--- config.mk ---
export PLATFORM = sky130hd
export DESIGN_NAME = seven_segment_capture_flat
export DESIGN_NICKNAME = d
export VERILOG_FILES = /design/src/rtl/seven_seg_pkg.sv /design/src/rtl/seven_segment_capture_if.sv /design/src/rtl/seven_segment_pattern_decode.sv /design/src/rtl/seven_segment_capture.sv /design/src/flat_wrapper.sv
export SDC_FILE = /design/constraint.sdc
export NUM_CORES = 1
export LEC_CHECK = 0
export BUFFER_PORTS_ARGS = -buffer_cell sky130_fd_sc_hd__buf_4
export CORE_UTILIZATION = 50
export DETAILED_ROUTE_END_ITERATION = 7
export HOLD_SLACK_MARGIN = 0.08
export PLACE_DENSITY_LB_ADDON = 0.3
export SLEW_MARGIN = 20
export SYNTH_ARGS = -nofsm -noshare
export SYNTH_HDL_FRONTEND = slang
export SYNTH_SLANG_ARGS = --single-unit
export TNS_END_PERCENT = 5
--- constraint.sdc ---
create_clock -name i_Clk -period 4.1 [get_ports i_Clk]
set_clock_uncertainty 0.05 [all_clocks]
set_input_delay 0.205 -clock i_Clk [delete_from_list [all_inputs] [get_ports i_Clk]]
set_output_delay 0.205 -clock i_Clk [all_outputs]
set_load 0.005 [all_outputs]
--- src/rtl/seven_seg_pkg.sv ---
// Shared 7-segment constants: GFEDCBA bit positions, hex glyph table (active-high)
// and the blank pattern, common to the display encoder and the capture block.
package seven_seg_pkg;

  localparam int SEG_A = 0;
  localparam int SEG_B = 1;
  localparam int SEG_C = 2;
  localparam int SEG_D = 3;
  localparam int SEG_E = 4;
  localparam int SEG_F = 5;
  localparam int SEG_G = 6;

  localparam logic [6:0] SEG_BLANK = 7'h00;
  localparam logic [6:0] SEG_0 = 7'h3F;
  localparam logic [6:0] SEG_1 = 7'h06;
  localparam logic [6:0] SEG_2 = 7'h5B;
  localparam logic [6:0] SEG_3 = 7'h4F;
  localparam logic [6:0] SEG_4 = 7'h66;
  localparam logic [6:0] SEG_5 = 7'h6D;
  localparam logic [6:0] SEG_6 = 7'h7D;
  localparam logic [6:0] SEG_7 = 7'h07;
  localparam logic [6:0] SEG_8 = 7'h7F;
  localparam logic [6:0] SEG_9 = 7'h6F;
  localparam logic [6:0] SEG_HEX_A = 7'h77;
  localparam logic [6:0] SEG_HEX_B = 7'h7C;
  localparam logic [6:0] SEG_HEX_C = 7'h39;
  localparam logic [6:0] SEG_HEX_D = 7'h5E;
  localparam logic [6:0] SEG_HEX_E = 7'h79;
  localparam logic [6:0] SEG_HEX_F = 7'h71;

  function automatic logic [6:0] hex_glyph(input logic [3:0] nibble);
    logic [6:0] glyph_s;
    case (nibble)
      4'h0: glyph_s = SEG_0;
      4'h1: glyph_s = SEG_1;
      4'h2: glyph_s = SEG_2;
      4'h3: glyph_s = SEG_3;
      4'h4: glyph_s = SEG_4;
      4'h5: glyph_s = SEG_5;
      4'h6: glyph_s = SEG_6;
      4'h7: glyph_s = SEG_7;
      4'h8: glyph_s = SEG_8;
      4'h9: glyph_s = SEG_9;
      4'hA: glyph_s = SEG_HEX_A;
      4'hB: glyph_s = SEG_HEX_B;
      4'hC: glyph_s = SEG_HEX_C;
      4'hD: glyph_s = SEG_HEX_D;
      4'hE: glyph_s = SEG_HEX_E;
      default: glyph_s = SEG_HEX_F;
    endcase
    return glyph_s;
  endfunction

endpackage

--- src/rtl/seven_segment_capture_if.sv ---
// Display-bus and result signals of the 7-segment capture block.
// SEVEN_SEG_CAPTURE_DP_EN adds the decimal-point input and per-digit DP result.
interface seven_segment_capture_if #(parameter int NUM_DIGITS = 4);

  logic [6:0]              i_Segment;
  logic [NUM_DIGITS-1:0]   i_Anode;
  logic [4*NUM_DIGITS-1:0] o_Value;
  logic [NUM_DIGITS-1:0]   o_Digit_Valid;
  logic                    o_Valid;
  logic                    o_Error;
`ifdef SEVEN_SEG_CAPTURE_DP_EN
  logic                    i_Dp;
  logic [NUM_DIGITS-1:0]   o_Dp;

  modport master (output i_Segment, i_Anode, i_Dp,
                  input  o_Value, o_Digit_Valid, o_Valid, o_Error, o_Dp);
  modport slave  (input  i_Segment, i_Anode, i_Dp,
                  output o_Value, o_Digit_Valid, o_Valid, o_Error, o_Dp);
`else
  modport master (output i_Segment, i_Anode,
                  input  o_Value, o_Digit_Valid, o_Valid, o_Error);
  modport slave  (input  i_Segment, i_Anode,
                  output o_Value, o_Digit_Valid, o_Valid, o_Error);
`endif

endinterface

--- src/rtl/seven_segment_pattern_decode.sv ---
// Combinational reverse lookup: active-high GFEDCBA pattern to hex nibble.
module seven_segment_pattern_decode
  import seven_seg_pkg::*;
(
  input  logic [6:0] pattern,
  output logic [3:0] nibble,
  output logic       is_hex,
  output logic       is_blank
);

  // Glyph match; anything outside the table is reported as non-hex
  always_comb begin
    nibble = 4'h0;
    is_hex = 1'b1;
    case (pattern)
      SEG_0:     nibble = 4'h0;
      SEG_1:     nibble = 4'h1;
      SEG_2:     nibble = 4'h2;
      SEG_3:     nibble = 4'h3;
      SEG_4:     nibble = 4'h4;
      SEG_5:     nibble = 4'h5;
      SEG_6:     nibble = 4'h6;
      SEG_7:     nibble = 4'h7;
      SEG_8:     nibble = 4'h8;
      SEG_9:     nibble = 4'h9;
      SEG_HEX_A: nibble = 4'hA;
      SEG_HEX_B: nibble = 4'hB;
      SEG_HEX_C: nibble = 4'hC;
      SEG_HEX_D: nibble = 4'hD;
      SEG_HEX_E: nibble = 4'hE;
      SEG_HEX_F: nibble = 4'hF;
      default:   is_hex = 1'b0;
    endcase
  end

  assign is_blank = (pattern == SEG_BLANK);

endmodule

--- src/rtl/seven_segment_capture.sv ---
// Samples a multiplexed active-low 7-segment bus, commits each digit after a stable
// run and assembles the hex value. Optional DP capture: SEVEN_SEG_CAPTURE_DP_EN.
module seven_segment_capture
  import seven_seg_pkg::*;
#(
  parameter int NUM_DIGITS    = 4,
  parameter int STABLE_CYCLES = 16
)(
  input logic                   i_Clk,
  input logic                   i_Rst,
  seven_segment_capture_if.slave bus
);

  localparam int CW = $clog2(STABLE_CYCLES);
  localparam logic [CW-1:0] LAST_CNT = CW'(STABLE_CYCLES - 1);
`ifdef SEVEN_SEG_CAPTURE_DP_EN
  localparam int SW = NUM_DIGITS + 8;
`else
  localparam int SW = NUM_DIGITS + 7;
`endif

  logic [SW-1:0]           raw_s, sync_r, sample_r, prev_r;
  logic [NUM_DIGITS-1:0]   sel_s;
  logic [6:0]              pattern_s;
  logic [3:0]              nibble_s;
  logic                    is_hex_s, is_blank_s, stable_s, commit_s;
  logic [CW-1:0]           cnt_r;
  logic                    committed_r;
  logic [4*NUM_DIGITS-1:0] value_r, value_next_s;
  logic [NUM_DIGITS-1:0]   digit_valid_r, digit_valid_next_s;
  logic                    valid_r, error_r;

`ifdef SEVEN_SEG_CAPTURE_DP_EN
  logic [NUM_DIGITS-1:0]   dp_r, dp_next_s;
  assign raw_s = {bus.i_Dp, bus.i_Segment, bus.i_Anode};
`else
  assign raw_s = {bus.i_Segment, bus.i_Anode};
`endif

  // Two-flop synchronizer followed by the previous-sample register
  always_ff @(posedge i_Clk or posedge i_Rst) begin
    if (i_Rst) begin
      sync_r   <= '0;
      sample_r <= '0;
      prev_r   <= '0;
    end else begin
      sync_r   <= raw_s;
      sample_r <= sync_r;
      prev_r   <= sample_r;
    end
  end

  assign sel_s     = ~sample_r[NUM_DIGITS-1:0];
  assign pattern_s = ~sample_r[NUM_DIGITS +: 7];
  assign stable_s  = (sample_r == prev_r) && $onehot(sel_s);
  assign commit_s  = stable_s && (cnt_r == LAST_CNT) && !committed_r;

  seven_segment_pattern_decode u_decode (
    .pattern  (pattern_s),
    .nibble   (nibble_s),
    .is_hex   (is_hex_s),
    .is_blank (is_blank_s)
  );

  // Run counter saturates at the commit threshold; committed flag makes commit once-per-run
  always_ff @(posedge i_Clk or posedge i_Rst) begin
    if (i_Rst) begin
      cnt_r       <= '0;
      committed_r <= 1'b0;
    end else if (!stable_s) begin
      cnt_r       <= '0;
      committed_r <= 1'b0;
    end else begin
      cnt_r       <= (cnt_r == LAST_CNT) ? cnt_r : cnt_r + CW'(1);
      committed_r <= committed_r | commit_s;
    end
  end

  // Per-digit next state; sel_s is one-hot whenever commit_s is set
  always_comb begin
    value_next_s       = value_r;
    digit_valid_next_s = digit_valid_r;
`ifdef SEVEN_SEG_CAPTURE_DP_EN
    dp_next_s          = dp_r;
`endif
    for (int k = 0; k < NUM_DIGITS; k++) begin
      value_next_s[4*k +: 4] = (commit_s && sel_s[k] && is_hex_s) ? nibble_s : value_r[4*k +: 4];
      digit_valid_next_s[k]  = (commit_s && sel_s[k]) ? is_hex_s : digit_valid_r[k];
`ifdef SEVEN_SEG_CAPTURE_DP_EN
      dp_next_s[k]           = (commit_s && sel_s[k]) ? ~sample_r[NUM_DIGITS+7] : dp_r[k];
`endif
    end
  end

  // Registered results and one-cycle status pulses
  always_ff @(posedge i_Clk or posedge i_Rst) begin
    if (i_Rst) begin
      value_r       <= '0;
      digit_valid_r <= '0;
      valid_r       <= 1'b0;
      error_r       <= 1'b0;
`ifdef SEVEN_SEG_CAPTURE_DP_EN
      dp_r          <= '0;
`endif
    end else begin
      value_r       <= value_next_s;
      digit_valid_r <= digit_valid_next_s;
      valid_r       <= commit_s && is_hex_s && (&digit_valid_next_s);
      error_r       <= commit_s && !is_hex_s && !is_blank_s;
`ifdef SEVEN_SEG_CAPTURE_DP_EN
      dp_r          <= dp_next_s;
`endif
    end
  end

  assign bus.o_Value       = value_r;
  assign bus.o_Digit_Valid = digit_valid_r;
  assign bus.o_Valid       = valid_r;
  assign bus.o_Error       = error_r;
`ifdef SEVEN_SEG_CAPTURE_DP_EN
  assign bus.o_Dp          = dp_r;
`endif

endmodule

--- src/flat_wrapper.sv ---
// flat-port wrapper written by rule: the top's interface ports become plain ports
module seven_segment_capture_flat import seven_seg_pkg::*;
#(
  parameter int NUM_DIGITS    = 4,
  parameter int STABLE_CYCLES = 16
)
  (i_Clk, i_Rst, bus_i_Segment, bus_i_Anode, bus_o_Value, bus_o_Digit_Valid, bus_o_Valid, bus_o_Error);
  seven_segment_capture_if #(.NUM_DIGITS(NUM_DIGITS)) bus_i ();
  input logic i_Clk;
  input logic i_Rst;
  input wire logic [$bits(bus_i.i_Segment)-1:0] bus_i_Segment;
  input wire logic [$bits(bus_i.i_Anode)-1:0] bus_i_Anode;
  output wire logic [$bits(bus_i.o_Value)-1:0] bus_o_Value;
  output wire logic [$bits(bus_i.o_Digit_Valid)-1:0] bus_o_Digit_Valid;
  output wire logic [$bits(bus_i.o_Valid)-1:0] bus_o_Valid;
  output wire logic [$bits(bus_i.o_Error)-1:0] bus_o_Error;
  assign bus_i.i_Segment = bus_i_Segment;
  assign bus_i.i_Anode = bus_i_Anode;
  assign bus_o_Value = bus_i.o_Value;
  assign bus_o_Digit_Valid = bus_i.o_Digit_Valid;
  assign bus_o_Valid = bus_i.o_Valid;
  assign bus_o_Error = bus_i.o_Error;
  seven_segment_capture #(.NUM_DIGITS(NUM_DIGITS), .STABLE_CYCLES(STABLE_CYCLES)) u_core (.i_Clk(i_Clk), .i_Rst(i_Rst), .bus(bus_i));
endmodule
==> reports/summary.log <==
qor: sta.rsz0062_at_grt false
qor: sta.timing.final.ws_setup 0.769 ns
qor: drt.drc_violation_count_after_routing 0
qor: finish.fillers 393
qor: synthesis.ys.warnings.count 0
qor: synthesis.async_reset_ff_frac 1.00
qor: die.core.rowCount 25
qor: sta.report.final.hold_viol_count 0
qor: sta.worst_pin_slew 0.875 ns
qor: grt.grt_max_degree 57
qor: finish.final_cell_mix dfrtp_1 (60), buf_4 (35), dlygate4sd3_1 (12)
qor: synthesis.postSynthCellCount 192
qor: sta.slew_headroom 0.412
qor: clock_tree.clk_pin_slew_worst_paths 0.06 ns
qor: sta.finalCritPeriodShare 0.812
qor: worst_setup_path.timing.critical_path.cells inv_1 -> ha_1 -> ha_1 -> fa_1 -> nor3b_1 -> nand4bb_1 -> nor4_4 -> o311ai_2 -> mux2_1
qor: finish.fin_nets 260
qor: clock_tree.clock_tree.htree_level_count 3
qor: grt.groute.layer.met3.usage 0.0981
qor: grt.grt_pass1_wl 8.44 mm
qor: die.core 0.00479 mm²
qor: worst_setup_path.critical_path.max_stage_delay 0.51 ns
qor: clock_tree.cts.sinks 60
qor: power.seq_power_share 0.525
qor: power.power.switching_fraction 0.224
qor: synthesis.synth.area.top_cells dfrtp_1 (60%), mux2_2 (4.0%), xor2_1 (3.1%)
qor: clock_tree.worst_skew_pair.late_latency 0.34 ns
qor: sta.fmaxAchievable 300 MHz
qor: power.power.leakage 1.48 nW
qor: die.design.portCount 35
qor: synthesis.syn_area_per_cell 13.1 µm²
qor: synthesis.synth_top_area_frac 0.599
qor: drt.drtPass1Iterations 4
qor: clock_tree.cts_inserted_buffers 9
qor: power.p_switching 0.269 mW
qor: sta.period_needed 3.33 ns
qor: drt.post_drt_via_cell_ratio 5.54
qor: sta.report.final.slew_viol_count 0
qor: clock_tree.clock_tree.root_cell clkbuf_8
qor: power.power.ir.vdd_worst 295 µV
qor: grt.grt_util_met1 0.272
qor: job.maxcap_violations 0
qor: synthesis.synth_flop_cell dfrtp_1
qor: power.power_frac_comb 0.062
qor: finish.area_growth_syn_to_layout 24.4%
qor: grt.grt-busiest-layer met2
qor: worst_setup_path.crit_type reg -> reg
qor: grt.grt.total_usage 0.224
qor: die.floorplan.die_area 0.00530 mm²
qor: finish.antenna-diode-count 0
qor: worst_setup_path.timing.critical_path.mode_cell ha_1
qor: placed_design.dpl.hpwl 3.27 mm
qor: worst_setup_path.crit_path_end_kind register
qor: synthesis.synth_nets 210
qor: synthesis.mappedNetlistArea 0.00251 mm²
qor: drt.detailroute.via_count 1722
qor: grt.global_route.usage.met2 0.346
qor: worst_setup_path.setup.worst_path.start_class register
qor: synthesis.synth-seq-area-share 0.599
qor: drt.routed_wire_per_std_cell 15.7 µm
qor: placed_design.gpl.final_weighted_congestion 0.914
qor: synthesis.synthDominantAreaCellType dfrtp_1
qor: placed_design.place.port_buffers 34
qor: grt.grt_pass1_vias 1780
qor: finish.final_common_cell dfrtp_1
qor: sta.setup_viol 0
qor: sta.finalSetupTns 0 ns
qor: clock_tree.post_cts.resized_instances 0
qor: run_status.run_status finished, final reports clean
qor: finish.final_layout_size_suffix_gt1_frac 0.270
qor: worst_setup_path.slowest_stage nor4_4
qor: die.floorplan.die.width 72.8 µm
qor: synthesis.post_synth_num_cell_types 46
qor: drt.routed_wl 4.89 mm
qor: drt.postRouteAntennaNets 0
qor: grt.grt_overflow_total 0
qor: hold_path.min_path_type in -> async
qor: die.initial_utilization 0.524
qor: clock_tree.cts_buffer_depth 2
qor: placed_design.dpl_worst_slack 0.806 ns
qor: grt.grt_antenna_before_repair 0
qor: synthesis.synth-edff-count 0
qor: power.pwr_density_cell 384 mW/mm²
qor: power.power_frac_clock 0.412
qor: power.internal_power 0.930 mW
qor: worst_setup_path.worstPathArrival 3.50 ns
qor: worst_setup_path.worst_r2r_path_depth 9
qor: synthesis.count_of_state_elements_after_synthesis 60
qor: worst_setup_path.worstPathRequired 4.27 ns
qor: worst_setup_path.crit_fanout 6
qor: die.floorplan.die.height 72.8 µm
qor: drt.detail_route.iter0.violations 67
qor: clock_tree.tritoncts done
cell families (layout without fill, tap and decap cells):
group	Yosys count	after routing	share of synthesized area
mux	15	15	0.0668
flops	60	60	0.599
compound gates	29	29	0.0948
xor+xnor	14	14	0.0489
simple gates	54	54	0.140
fa+ha+maj	5	5	0.0279
buf+inv	15	67	0.0229
per-stage QoR:
stage	utilization	hold WS, ns	total power, mW	instance area (µm²)	std cells
after floorplan	-	0.186	0.681	2510	192
after global placement	0.590	0.0307	0.703	2820	286
after detailed placement	0.590	0.0337	0.706	2820	286
after CTS	0.652	0.224	1.21	3120	311
after global routing	0.652	0.247	1.25	3120	311
final	0.652	0.253	1.20	3120	311
worst max-delay path, delay by kind of cell (launching register included):
family | cells | cell delay (ns)
adder cells (fa/ha/maj) | 3 | 0.96
AND/OR/NAND/NOR | 3 | 0.96
flip-flops | 1 | 0.41
multiplexers | 1 | 0.39
AO/OA/AOI/OAI | 1 | 0.32
buffers and inverters | 1 | 0.12
flip-flops by register name, indices dropped and copies added, names as in the netlist, 4 cells and up:
name,cells
u_core.prev_r,11
u_core.cnt_r,4
u_core.bus.o_Value,16
u_core.sample_r,11
u_core.bus.o_Digit_Valid,4
u_core.sync_r,11
timing repair:
action | in CTS | in global routing
hold buffers | 12 | 0
setup buffers | 0 | 0
endpoints found under the hold margin | 15 | 0
final cells by class:
cell class	count	area, µm²	share of cell area
Timing Repair Buffer	47	383	0.123
Clock inverter	3	40.0	0.0128
Inverter	7	26.3	0.00842
Sequential cell	60	1500	0.481
Multi-Input combinational cell	117	950	0.304
Clock buffer	10	138	0.0441
Tap cell	67	83.8	0.0269
power by group through the flow:
stage	clock network, mW	logic (mW)	registers [mW]
after detailed placement	0	0.0655	0.640
final	0.494	0.0744	0.630
after global placement	0	0.0639	0.639
after CTS	0.506	0.0746	0.630
after floorplan	0	0.0539	0.627
after global routing	0.534	0.0848	0.632
final timing paths:
path                                                to               start  slack (ns)
hold reg to reg                     u_core.sample_r[7]    u_core.sync_r[7]        0.30
max in group asynchronous  u_core.bus.o_Digit_Valid[2]               i_Rst        2.88
min in group i_Clk                  u_core.sample_r[7]    u_core.sync_r[7]        0.30
setup / recovery                 u_core.bus.o_Value[4]  u_core.sample_r[2]        0.77
setup reg to reg                 u_core.bus.o_Value[4]  u_core.sample_r[2]        0.77
hold / removal                        u_core.sync_r[7]               i_Rst        0.25
metal layers:
layer,wire [µm],vias to the layer above
li1,-,804
met3,275,12
met2,2390,52
met4,131,0
met5,0,-
met1,2080,854
synthesized netlist by cell type (4+ instances only):
master / number
o21ai_0: 7
clkbuf_1: 6
nor2_1: 8
nor3_1: 4
xnor2_1: 5
inv_1: 7
nand3_1: 8
dfrtp_1: 60
mux2_1: 5
o311ai_2: 4
xor2_1: 9
mux2_2: 9
nand2_1: 5
ha_1: 4
nor3b_1: 5
(Power assumes the default switching activity.)
